**src/rtl/counter_event_pkg.sv**
```systemverilog
// Shared entry layout for the counter event log: field positions, widths and the packing helper.
package counter_event_pkg;

    localparam int TS_W     = 24;
    localparam int ENTRY_W  = 32;
    localparam int EVT_W    = 4;

    localparam int EVT_MSB  = 31;
    localparam int EVT_LSB  = 28;
    localparam int LOST_BIT = 27;
    localparam int WRAP_BIT = 26;
    localparam int TS_MSB   = 23;
    localparam int TS_LSB   = 0;

    function automatic logic [ENTRY_W-1:0] pack_entry(
        input logic [EVT_W-1:0] mask,
        input logic             lost,
        input logic             wrap,
        input logic [TS_W-1:0]  ts
    );
        logic [ENTRY_W-1:0] e;
        e                   = '0;
        e[EVT_MSB:EVT_LSB]  = mask;
        e[LOST_BIT]         = lost;
        e[WRAP_BIT]         = wrap;
        e[TS_MSB:TS_LSB]    = ts;
        return e;
    endfunction

endpackage

```
**src/rtl/event_fifo.sv**
```systemverilog
// Synchronous FIFO with registered read data; a write while full is accepted only if a read frees a slot the same cycle.
// clear flushes pointers and level and discards that cycle's read/write; read data holds its last value.
module event_fifo #(
    parameter int WIDTH = 32,
    parameter int DEPTH = 16
) (
    input  logic                   i_clk,
    input  logic                   i_reset,
    input  logic                   i_clear,
    input  logic                   i_wr_en,
    input  logic [WIDTH-1:0]       i_wr_dat,
    input  logic                   i_rd_en,
    output logic [WIDTH-1:0]       o_rd_dat,
    output logic                   o_rd_vld,
    output logic                   o_empty,
    output logic                   o_full,
    output logic [$clog2(DEPTH):0] o_level
);

    localparam int AW = $clog2(DEPTH);
    localparam logic [AW:0] FULL_LVL = DEPTH[AW:0];

    logic [WIDTH-1:0] r_mem [DEPTH];
    logic [AW-1:0]    r_wr_ptr;
    logic [AW-1:0]    r_rd_ptr;
    logic [AW:0]      r_level;
    logic [WIDTH-1:0] r_rd_dat;
    logic             r_rd_vld;
    logic             w_rd_acc;
    logic             w_wr_acc;

    assign o_empty  = (r_level == '0);
    assign o_full   = (r_level == FULL_LVL);
    assign o_level  = r_level;
    assign o_rd_dat = r_rd_dat;
    assign o_rd_vld = r_rd_vld;

    assign w_rd_acc = i_rd_en && !o_empty && !i_clear;
    // When full, the slot being read this cycle is the one the write lands in.
    assign w_wr_acc = i_wr_en && !i_clear && (!o_full || w_rd_acc);

    always_ff @(posedge i_clk) begin
        if (w_wr_acc) begin
            r_mem[r_wr_ptr] <= i_wr_dat;
        end
    end

    always_ff @(posedge i_clk) begin
        if (i_reset) begin
            r_wr_ptr <= '0;
            r_rd_ptr <= '0;
            r_level  <= '0;
            r_rd_dat <= '0;
            r_rd_vld <= 1'b0;
        end else if (i_clear) begin
            r_wr_ptr <= '0;
            r_rd_ptr <= '0;
            r_level  <= '0;
            r_rd_vld <= 1'b0;
        end else begin
            r_rd_vld <= w_rd_acc;
            if (w_wr_acc) begin
                r_wr_ptr <= r_wr_ptr + AW'(1);
            end
            if (w_rd_acc) begin
                r_rd_ptr <= r_rd_ptr + AW'(1);
                r_rd_dat <= r_mem[r_rd_ptr];
            end
            if (w_wr_acc && !w_rd_acc) begin
                r_level <= r_level + (AW+1)'(1);
            end else if (!w_wr_acc && w_rd_acc) begin
                r_level <= r_level - (AW+1)'(1);
            end
        end
    end

endmodule

```
**src/rtl/counter_event_log.sv**
```systemverilog
// Timestamped event recorder: rising edges on evt_in (plus an optional ts-wrap marker) become one 32-bit entry per cycle.
// Entries that find the FIFO full are dropped, flagged as sticky overflow and as lost on the next stored entry.
module counter_event_log
    import counter_event_pkg::*;
#(
    parameter int              N_EVT     = 4,
    parameter int              DEPTH     = 16,
    parameter int              WRAP_MARK = 1,
    // Reset value of the timestamp; 0 in normal use.
    parameter logic [TS_W-1:0] TS_INIT   = '0
) (
    input  logic                   sys_clk,
    input  logic                   reset,
    input  logic [N_EVT-1:0]       evt_in,
    input  logic                   rd_en,
    input  logic                   clear,
    output logic [ENTRY_W-1:0]     dout,
    output logic                   dout_valid,
    output logic                   empty,
    output logic                   full,
    output logic [$clog2(DEPTH):0] level,
    output logic                   overflow
);

    logic [N_EVT-1:0]   r_evt_q;
    logic [TS_W-1:0]    r_ts;
    logic               r_pending_lost;
    logic               r_overflow;

    logic [N_EVT-1:0]   w_rise;
    logic [EVT_W-1:0]   w_mask;
    logic               w_wrap_req;
    logic               w_wr_req;
    logic               w_rd_acc;
    logic               w_wr_acc;
    logic               w_drop;
    logic [ENTRY_W-1:0] w_entry;

    assign w_rise = evt_in & ~r_evt_q;

    always_comb begin
        w_mask              = '0;
        w_mask[N_EVT-1:0]   = w_rise;
    end

    assign w_wrap_req = (WRAP_MARK != 0) && (r_ts == '1);
    assign w_wr_req   = (|w_rise) || w_wrap_req;
    assign w_rd_acc   = rd_en && !empty && !clear;
    assign w_wr_acc   = w_wr_req && !clear && (!full || w_rd_acc);
    assign w_drop     = w_wr_req && !clear && full && !w_rd_acc;
    assign w_entry    = pack_entry(w_mask, r_pending_lost, w_wrap_req, r_ts);

    // evt_q resets high so flags already asserted when reset releases do not log.
    always_ff @(posedge sys_clk) begin
        if (reset) begin
            r_evt_q        <= '1;
            r_ts           <= TS_INIT;
            r_pending_lost <= 1'b0;
            r_overflow     <= 1'b0;
        end else begin
            r_evt_q <= evt_in;
            r_ts    <= r_ts + TS_W'(1);
            if (clear) begin
                r_pending_lost <= 1'b0;
                r_overflow     <= 1'b0;
            end else if (w_drop) begin
                r_pending_lost <= 1'b1;
                r_overflow     <= 1'b1;
            end else if (w_wr_acc) begin
                r_pending_lost <= 1'b0;
            end
        end
    end

    assign overflow = r_overflow;

    event_fifo #(
        .WIDTH (ENTRY_W),
        .DEPTH (DEPTH)
    ) u_fifo (
        .i_clk    (sys_clk),
        .i_reset  (reset),
        .i_clear  (clear),
        .i_wr_en  (w_wr_acc),
        .i_wr_dat (w_entry),
        .i_rd_en  (rd_en),
        .o_rd_dat (dout),
        .o_rd_vld (dout_valid),
        .o_empty  (empty),
        .o_full   (full),
        .o_level  (level)
    );

endmodule

```
**config.mk**
```make
export PLATFORM = sky130hd
export DESIGN_NAME = counter_event_log
export DESIGN_NICKNAME = d
export VERILOG_FILES = /design/src/rtl/counter_event_pkg.sv /design/src/rtl/event_fifo.sv /design/src/rtl/counter_event_log.sv
export SDC_FILE = /design/constraint.sdc
export NUM_CORES = 1
export LEC_CHECK = 0
export ABC_AREA = 1
export BUFFER_PORTS_ARGS = -buffer_cell sky130_fd_sc_hd__buf_2
export CORE_UTILIZATION = 40
export DETAILED_ROUTE_END_ITERATION = 8
export GPL_TIMING_DRIVEN = 1
export PLACE_DENSITY = 0.6
export SETUP_SLACK_MARGIN = 0.02
export SLEW_MARGIN = 20
export SYNTH_ARGS = -nofsm -noshare
export SYNTH_HDL_FRONTEND = slang
export SYNTH_SLANG_ARGS = --single-unit
```
**constraint.sdc**
```tcl
create_clock -name sys_clk -period 3.35 [get_ports sys_clk]
set_input_delay 0.1675 -clock sys_clk [delete_from_list [all_inputs] [get_ports sys_clk]]
set_output_delay 0.1675 -clock sys_clk [all_outputs]
set_load 0.05 [all_outputs]
```
* Yosys cells after proc, flatten, opt, wreduce, memory -nomap -nowiden
Memories as Yosys holds them, arrays and structs flattened. A register that Yosys moved wholly into a read port is not among the register bits.
Index checks and enable logic that the tools add are counted.
** Word-level totals
- Memories :: 1
- Flip-flop bits (word level) :: 76
- Bits in writable memories :: 480
- Bits of input ports :: 8
- Output and inout port bits :: 41
- Word-level logic and storage cells :: 49
** Operators by class
- Mux-type cells :: 6
- Reduce and logical (&&, ||, !) cells :: 23
- Bitwise logic cells :: 3
- $add $sub $neg :: 5
- Eq/ne operators :: 2
** Memories
- u_fifo.r_mem :: depth 16, width 30, rd ports 1, clocked after Yosys merged registers in 1, wr ports 1, RTL line event_fifo.sv:23 : logic [WIDTH-1:0] r_mem [DEPTH];
** Operator list (count)
- 24-bit by 1-bit adder with 24-bit output (second input constant) :: 1
- 24-bit equality test (second input constant) :: 1
- 1-bit logical AND :: 10
- 5-bit 2-to-1 mux :: 2
- 4-bit by 1-bit adder with 4-bit output (second input constant) :: 2
- 5-bit by 1-bit adder with 5-bit output (second input constant) :: 1
- 5-bit equality test (second input constant) :: 1
- 1-bit logical NOT :: 5
- 5-bit logical NOT :: 1
- 5-bit by 1-bit subtractor with 5-bit output (second input constant) :: 1
- 4-bit AND :: 1
- 1-bit 2-to-1 mux :: 4
- 4-bit inverter :: 1
- 2-bit nonzero test :: 2
- 4-bit OR reduction :: 1
- 1-bit logical OR :: 2
- 2-bit AND reduction :: 1
- 2-bit OR reduction :: 1
- 1-bit inverter :: 1

* Depth between registers and ports, before layout
Gate-level depths: netlist (run 1).
- Word-level depth :: 12
- Mapped depth :: 18
- Mapped depth without buffers :: 18

* Cells and area by module
Synthesis (run 1) repeated with hierarchy kept, for this count alone.
** Unflattened totals
- Cell total of the unflattened synthesis :: 2483
- Area total of the unflattened synthesis :: 25240.5 sq um
** Modules (own cells, without submodules)
- event_fifo :: cells each 2268, seq. area each 16295.6 sq um, area an instance 23735.3 sq um, times used 1
- counter_event_log :: cells each 215, seq. area each 600.6 sq um, area an instance 1505.2 sq um, times used 1

* Least setup slack after synthesis (run 1)
OpenSTA, ideal clock, no wires.
- Kind :: reg-to-reg
- Start :: reg r_ts[0]
- End :: mem u_fifo.r_mem[0][0] in the netlist's numbering (enable)
- Arrival :: 2.939 ns
- Path buffers :: 0
- Library setup time :: 0.417 ns
- Stages on the path, launching flop included :: 12
- Data required time :: 2.933 ns
- Period minus slack after synthesis :: 3.356 ns
- Path slack :: -0.006 ns
- Cells stage by stage :: dfxtp_1 > ha_1 > nand2_1 > nor2_1 > nand2_2 > nor2_2 > nand2_1 > nand2_2 > nand3_4 > inv_4 > nand2_2 > nor2_1
** On the way
- Cells in the longest elaborated chain, start to end :: 8
** Ends and longest elaborated chain
- from (decl) :: RTL line counter_event_log.sv:26 : logic [TS_W-1:0] r_ts;
- from (signal assigned) :: RTL line counter_event_log.sv:62 : r_ts <= r_ts + TS_W'(1);
- 24-bit equality test :: RTL line counter_event_log.sv:46 : assign w_wrap_req = (WRAP_MARK != 0) && (r_ts == '1);
- 1-bit logical OR :: RTL line counter_event_log.sv:47 : assign w_wr_req = (|w_rise) || w_wrap_req;
- 1-bit logical AND (2 in series) :: RTL line counter_event_log.sv:49 : assign w_wr_acc = w_wr_req && !clear && (!full || w_rd_acc);
- 1-bit logical AND (2 in series) :: RTL line event_fifo.sv:40 : assign w_wr_acc = i_wr_en && !i_clear && (!o_full || w_rd_acc);
- named net u_fifo.w_wr_acc :: RTL line event_fifo.sv:30 : logic w_wr_acc;
- 1-bit 2-to-1 mux :: RTL line event_fifo.sv:43 : if (w_wr_acc) begin
- 1-bit 2-to-1 mux (not written as such) :: RTL line event_fifo.sv:44 : r_mem[r_wr_ptr] <= i_wr_dat;
- to (decl) :: RTL line event_fifo.sv:23
The timed path passes the listed nets, and every way through them passes these cells.

* Worst setup path in the final report (run 1)
- Start :: reg r_evt_q[1]
- End :: reg u_fifo.r_level[4] (netlist: u_fifo.o_level[4])
** On the way
- Cells in the longest elaborated chain, start to end :: 11
- Elaborated cells between the ends (all ways) :: 13
- Those cells by class :: 1 x mux; 2 x bitwise; 10 x reduce/logical
** Ends and longest elaborated chain
- from (decl) :: RTL line counter_event_log.sv:25 : logic [N_EVT-1:0] r_evt_q;
- from (signal assigned) :: RTL line counter_event_log.sv:61 : r_evt_q <= evt_in;
- 4-bit inverter * :: RTL line counter_event_log.sv:39 : assign w_rise = evt_in & ~r_evt_q;
- 4-bit AND * :: RTL line counter_event_log.sv:39
- named net u_fifo.i_wr_dat[29] :: RTL line event_fifo.sv:11 : input logic [WIDTH-1:0] i_wr_dat,
- 4-bit OR reduction * :: RTL line counter_event_log.sv:47
- 1-bit logical OR * :: RTL line counter_event_log.sv:47
- 1-bit logical AND * (2 in series) :: RTL line counter_event_log.sv:49
- 1-bit logical AND * (2 in series) :: RTL line event_fifo.sv:40
- named net u_fifo.w_wr_acc :: RTL line event_fifo.sv:30
- 1-bit logical NOT :: RTL line event_fifo.sv:71 : end else if (!w_wr_acc && w_rd_acc) begin
- 1-bit logical AND :: RTL line event_fifo.sv:71
- 2-bit nonzero test (no source line)
- to (signal assigned) :: RTL line event_fifo.sv:70 : r_level <= r_level + (AW+1)'(1);
- to (signal assigned) :: RTL line event_fifo.sv:72 : r_level <= r_level - (AW+1)'(1);
- to (decl) :: RTL line event_fifo.sv:26 : logic [AW:0] r_level;
The timed path passes the listed nets; every way through them passes the cells marked *.
A chain may end at the register's enable or synchronous reset.

==> flow_summary.yaml, run 1 <==
power_and_ir_drop:
  p_leak_uw: 0.008733
  ir_worst_vdd_mv: 0.4145
  power_density_nw_per_um2: 566.8
timing:
  tightestPinTransition_ns: 1.065
  finalCritPeriodShare_pct: 86.54
  slew_headroom_pct: 28.87
  fin_ws_ns: 0.4507
  whs_ns: 0.03552
  fin_tns_setup_ns: 0
  hold_viol_final: 0
  rsz0062_at_grt: "no"
  setup-violations-final: 0
  period_needed_ns: 2.899
  max_freq_mhz: 344.9
  worst_clock_skew_ns: 0.02004
  slew_viol_final: 0
finish:
  syn_to_final_growth_pct: 14.70
  multiInputGateArea_um2: 5637
  regArea_um2: 15910
  final_cell_mix: "edfxtp_1, nor2_1, o21ai_0"
  drive_above_1_share_pct: 11.65
  final_common_cell: "edfxtp_1"
  final_core_util_pct: 46.48
  final_area_um2: 25610
  fill_cells: 5004
  final_nets: 1980
  diodes: 0
floorplan:
  die_y_um: 238.2
  io_pins: 49
  core_area_um2: 55090
  dieArea_um2: 56760
  initial_core_util_pct: 40.52
  chipWidth_um: 238.2
  rows: 86
global_route:
  grt_max_degree: 145
  grt_usage_pct: 20.06
  grt_pass1_vias: 14230
  grt-ovfl-total: 0
  grt_pass1_wl_um: 86190
  antenna_found_initial: 0
clock_network:
  cts_hold_buf: 6
  cts_setup_buffers: 0
  path_clk_slew_ns: 0.06
  clock_latency_ns: 0.61
  cts.path.max_buffers: 3
  cts_tree: "yes"
  cts_root_buf: "clkbuf_16"
  cts.repair.resized: 0
  cts-buffers-inserted: 57
  clock-sinks: 554
  h-tree-depth: 2
route:
  via_per_inst: 5.276
  drc_errors: 0
  drtIter0Drc: 1430
  routed_wl_um: 56410
  detail-route-antenna-nets: 0
  via_count: 14550
  wl_per_cell_um: 20.46
  dr.pass1.iters: 5
worst_hold_path:
  hold_path_class: "in -> reg"
yosys:
  netlist_top_cells_area: "edfxtp_1, nor2_1, dfxtp_1"
  yosys_register_bits: 554
  yosysWarnings: 0
  synth_edf_count: 480
  synth_xor_area_share_pct: 0.2746
  netlist.area_leader.share_pct: 64.56
  synth_top_area_cell: "edfxtp_1"
  yosysSeqAreaShare_pct: 71.20
  synth_top_family_by_area: "simple AND/OR/NAND/NOR gates"
  async_reset_ff_share_pct: 0
  muxShareOfSynthArea_pct: 0
  synth_compound_area_share_pct: 10.55
  synthSimpleGateAreaFrac_pct: 13.17
  synth_area_um2: 22330
  synth_fa_ha_area_share_pct: 0.6501
  avgSynthCellArea_um2: 11.78
  synthCells: 1895
  ys_types: 33
  ys.flop_type: "edfxtp_1"
flow_run:
  drv_cap: 0
critical_path:
  end_kind: "register"
  crit_type: "reg -> reg"
  crit_arrival_ns: 3.42
  critPathMaxFanout: 17
  start_kind: "register"
  worstPathRequired_ns: 3.87
placement:
  port_buffers: 46
  gp_congestion: 0.8097
  place_area_um2: 23740
  dp_hpwl_um: 30600
  pre_cts_slack_ns: 0.1167
outcome:
  outcome: "completed"
==> Yosys cell counts (27+ instances only) <==
cell      number
a21oi_1       27
o21ai_1       60
dfxtp_1       74
inv_1         84
edfxtp_1     480
nand2_1       95
o21ai_0      200
nand3_1      129
clkbuf_1      55
nor2_1       448
o211ai_1      91
o21a_1        30
==> metrics by stage <==
stage | cells | power, uW
after CTS | 2757 | 14630
after global routing | 2757 | 14960
final | 2757 | 14510
after floorplan | 1896 | 8319
after detailed placement | 2644 | 8558
after global placement | 2644 | 8546
==> cell type report <==
cell class                      instances  share of cell area, %
Sequential cell                       554                  62.11
Multi-Input combinational cell       1143                  22.01
Clock buffer                           79                  6.171
Timing Repair Buffer                  117                  3.870
Tap cell                              748                  3.655
Inverter                               88                  1.319
Clock inverter                         28                 0.8600
==> cell families (layout without fill, tap and decap cells) <==
group / count (synthesis) / after routing
fa+ha+maj: 11 / 11
buf+inv: 199 / 312
flops: 554 / 554
xor+xnor: 7 / 7
other cells: 1 / 2
simple gates: 714 / 714
compound gates: 409 / 409
==> report_power, final <==
group	internal (uW)	switching (uW)
clock network	3520	2590
logic	250	636
registers	7490	38.4
==> critical path: stages (launching register included) <==
cell and delay (ns):
dfxtp_1 0.31, nor2_2 0.58, nor3_1 0.16, nand2_2 0.20, nand3_4 0.14, inv_4 0.13, ha_1 0.24, inv_1 0.10
ha_1 0.35, nand2_1 0.06, o21ai_0 0.19, xor2_1 0.16, nand2_1 0.07, a21oi_1 0.13
==> worst paths after layout <==
check,startpoint,to,slack [ns],depth (start not counted)
worst max-delay path,r_evt_q[1],u_fifo.o_level[4],0.45,13
worst min-delay path,clear,u_fifo.r_rd_ptr[1],0.04,5
worst min register to register,overflow,overflow,0.46,2
worst max register to register,r_evt_q[1],u_fifo.o_level[4],0.45,13
==> layer usage <==
layer / track usage [%] / up-vias / part of all wire, %
met5: 0 / - / 0
met4: 6.177 / 0 / 2.3
met3: 2.186 / 94 / 5.6
met2: 32.02 / 458 / 47
met1: 28.84 / 7118 / 45
li1: - / 6875 / -
==> flip-flops by register name (all words and copies together) (netlist names) <==
register	cells
u_fifo.r_mem	480
u_fifo.o_rd_dat	30
r_ts	24
u_fifo.o_level	5
r_evt_q	4
u_fifo.r_rd_ptr	4
u_fifo.r_wr_ptr	4
overflow	1
r_pending_lost	1
u_fifo.o_rd_vld	1
No activity file was read; power rests on OpenSTA's default activity.
==> run 2, diff against run 1 <==
--- a/config.mk
+++ b/config.mk
@@ -10,7 +10,7 @@
 export CORE_UTILIZATION = 40
 export DETAILED_ROUTE_END_ITERATION = 8
 export GPL_TIMING_DRIVEN = 1
-export PLACE_DENSITY = 0.6
+export PLACE_DENSITY = 0.58
 export SETUP_SLACK_MARGIN = 0.02
 export SLEW_MARGIN = 20
 export SYNTH_ARGS = -nofsm -noshare
==> constraint.sdc (replaced) <==
create_clock -name sys_clk -period 3 [get_ports sys_clk]
set_input_delay 0.15 -clock sys_clk [delete_from_list [all_inputs] [get_ports sys_clk]]
set_output_delay 0.15 -clock sys_clk [all_outputs]
set_load 0.05 [all_outputs]
==> run 2 against run 1 <==
Cell area grew 0.13%. First-iteration DRC count decreased by 1.6%. Die area did not move. Total power is 11% higher. Critical path depth up 5. Core utilization increased by 0.059 points. Global-route usage increased by 0.38 points. Flip-flop and latch count did not move. Count of clock-buffer cells in the layout up 1. Routed wire length is 2.4% higher. Maximum frequency rose by 5.8%.
==> flow_summary.yaml, run 2 (synthesis gave the netlist of run 1 again) <==
route:
  via_count: 14730
  wl_per_cell_um: 20.93
  drc_errors: 0
  drtIter0Drc: 1407
  dr.pass1.iters: 5
  detail-route-antenna-nets: 0
  routed_wl_um: 57750
  via_per_inst: 5.338
finish:
  final_nets: 1986
  diodes: 0
  drive_above_1_share_pct: 11.48
  syn_to_final_growth_pct: 14.85
  regArea_um2: 15910
  top_register: "u_fifo.r_mem"
  multiInputGateArea_um2: 5669
  fill_cells: 4994
  final_cell_mix: "edfxtp_1, nor2_1, o21ai_0"
  final_common_cell: "edfxtp_1"
  largest_reg_flops: 480
timing:
  whs_ns: 0.2606
  max_freq_mhz: 364.9
  hold_viol_final: 0
  slew_headroom_pct: 40.01
  fin_tns_setup_ns: 0
  tightestPinTransition_ns: 0.8998
  setup-violations-final: 0
  finalCritPeriodShare_pct: 91.34
  worst_clock_skew_ns: 0.02387
  slew_viol_final: 0
  period_needed_ns: 2.740
  rsz0062_at_grt: "no"
clock_network:
  clock_latency_ns: 0.62
  cts.path.max_buffers: 3
  cts_setup_buffers: 0
  clock-sinks: 554
  cts_root_buf: "clkbuf_16"
  cts-buffers-inserted: 57
  path_clk_slew_ns: 0.06
  h-tree-depth: 2
  cts_tree: "yes"
placement:
  port_buffers: 46
  dp_hpwl_um: 32990
  gp_congestion: 0.7772
power_and_ir_drop:
  ir_worst_vdd_mv: 0.4111
  intPower_uw: 12450
  netSwitchingFraction_pct: 22.62
  seq_power_share_pct: 52.3
  p_leak_uw: 0.008727
  power_density_nw_per_um2: 627.3
  p_clk_share_pct: 41.4
  netSwitchingPower_uw: 3638
  combPwrFrac_pct: 6.3
flow_run:
  drv_cap: 0
critical_path:
  slowest_delay_ns: 0.33
  end_kind: "register"
  reg2reg_from: "r_ts[0]"
  start_kind: "register"
  crit_arrival_ns: 3.24
  crit_path_cell_trace: "ha_1, nand2_1, nor2_2, nand2_2, nor2_2, nand2_1, nand2_4, nand3_4, inv_6, ha_2, inv_1, ha_1, nand2_1, nand2_1, a21oi_1, xnor2_1, o21ai_0, inv_1"
  crit_type: "reg -> reg"
  crit_slowest_cell: "dfxtp_1"
  crit_start: "r_ts[0]"
  cp_common_cell: "nand2_1"
  path_buf_inv: 3
  critPathMaxFanout: 7
  worstPathRequired_ns: 3.50
  cp_top_family: "simple AND/OR/NAND/NOR gates"
floorplan:
  dieArea_um2: 56760
  core_area_um2: 55090
  io_pins: 49
  die_y_um: 238.2
  rows: 86
  initial_core_util_pct: 40.52
  chipWidth_um: 238.2
worst_hold_path:
  hold_path_class: "in -> reg"
  hold_start: "evt_in[2]"
global_route:
  antenna_found_initial: 0
  grt-ovfl-total: 0
  grt_usage_pct: 20.45
  grt_pass1_vias: 14040
  grt_max_degree: 103
  grt_pass1_wl_um: 87200
outcome:
  outcome: "completed"
run 2: cell count changes in the layout (fill, tap and decap cells not counted), sizes merged:
cell	delta
buf	+5
clkbuf	+1
clkinv	-6
dlygate4sd3	+1
inv	+2
run 2: layout make-up:
cell class / instances / area share [%]
clock inverter: 24 / 0.7515
sequential: 554 / 62.03
clock buffer: 80 / 5.978
multi-input combinational: 1143 / 22.11
tap: 748 / 3.650
inverter: 88 / 1.327
timing repair buffer: 123 / 4.148
run 2: worst reg2reg max path, delay by kind of cell, from the launching register on:
| kind | cells | cell delay [ns] |
|---|---|---|
| simple gates | 9 | 0.89 |
| fa+ha+maj | 3 | 0.69 |
| buf+inv | 3 | 0.32 |
| compound gates | 2 | 0.32 |
| flops | 1 | 0.33 |
| xor+xnor | 1 | 0.08 |
run 2: through the flow:
stage / setup WS, ns / cell area [um2] / std cells / total power [uW] / util [%]
final: 0.2598 / 25640 / 2760 / 16080 / 46.54
after global placement: 0.2322 / 23810 / 2649 / 9556 / 43.21
after global routing: 0.02564 / 25640 / 2760 / 16600 / 46.54
after detailed placement: 0.1605 / 23810 / 2649 / 9569 / 43.21
after CTS: 0.1502 / 25600 / 2760 / 16210 / 46.47
after floorplan: -0.3560 / 22330 / 1896 / 9289 / -
run 2: layer usage:
metal / GRT usage [%] / part of all wire, %
met4: 5.633 / 2.0
met3: 3.239 / 6.2
met2: 32.67 / 47
met1: 28.95 / 45
met5: 0 / 0
run 2: power by group through the flow:
stage | clock network, uW | logic, uW | registers, uW
floorplan | 0 | 590 | 8700
global placement | 0 | 985 | 8570
detailed placement | 0 | 997 | 8570
CTS | 6790 | 1010 | 8410
global route | 7070 | 1110 | 8420
finish | 6660 | 1010 | 8410
run 2: final timing paths:
kind	slack (ns)	cells after the start	endpoint
max	0.26	18	u_fifo.o_level[3]
min reg2reg	0.46	2	overflow
max reg2reg	0.26	18	u_fifo.o_level[3]
min	0.26	4	r_evt_q[2]
run 2: timing repair:
action                                 4_1_cts  5_1_grt
hold buffers                                 7        0
endpoints found under the hold margin       21        0
gates resized for setup                      0        6
setup endpoints to repair                    0        2
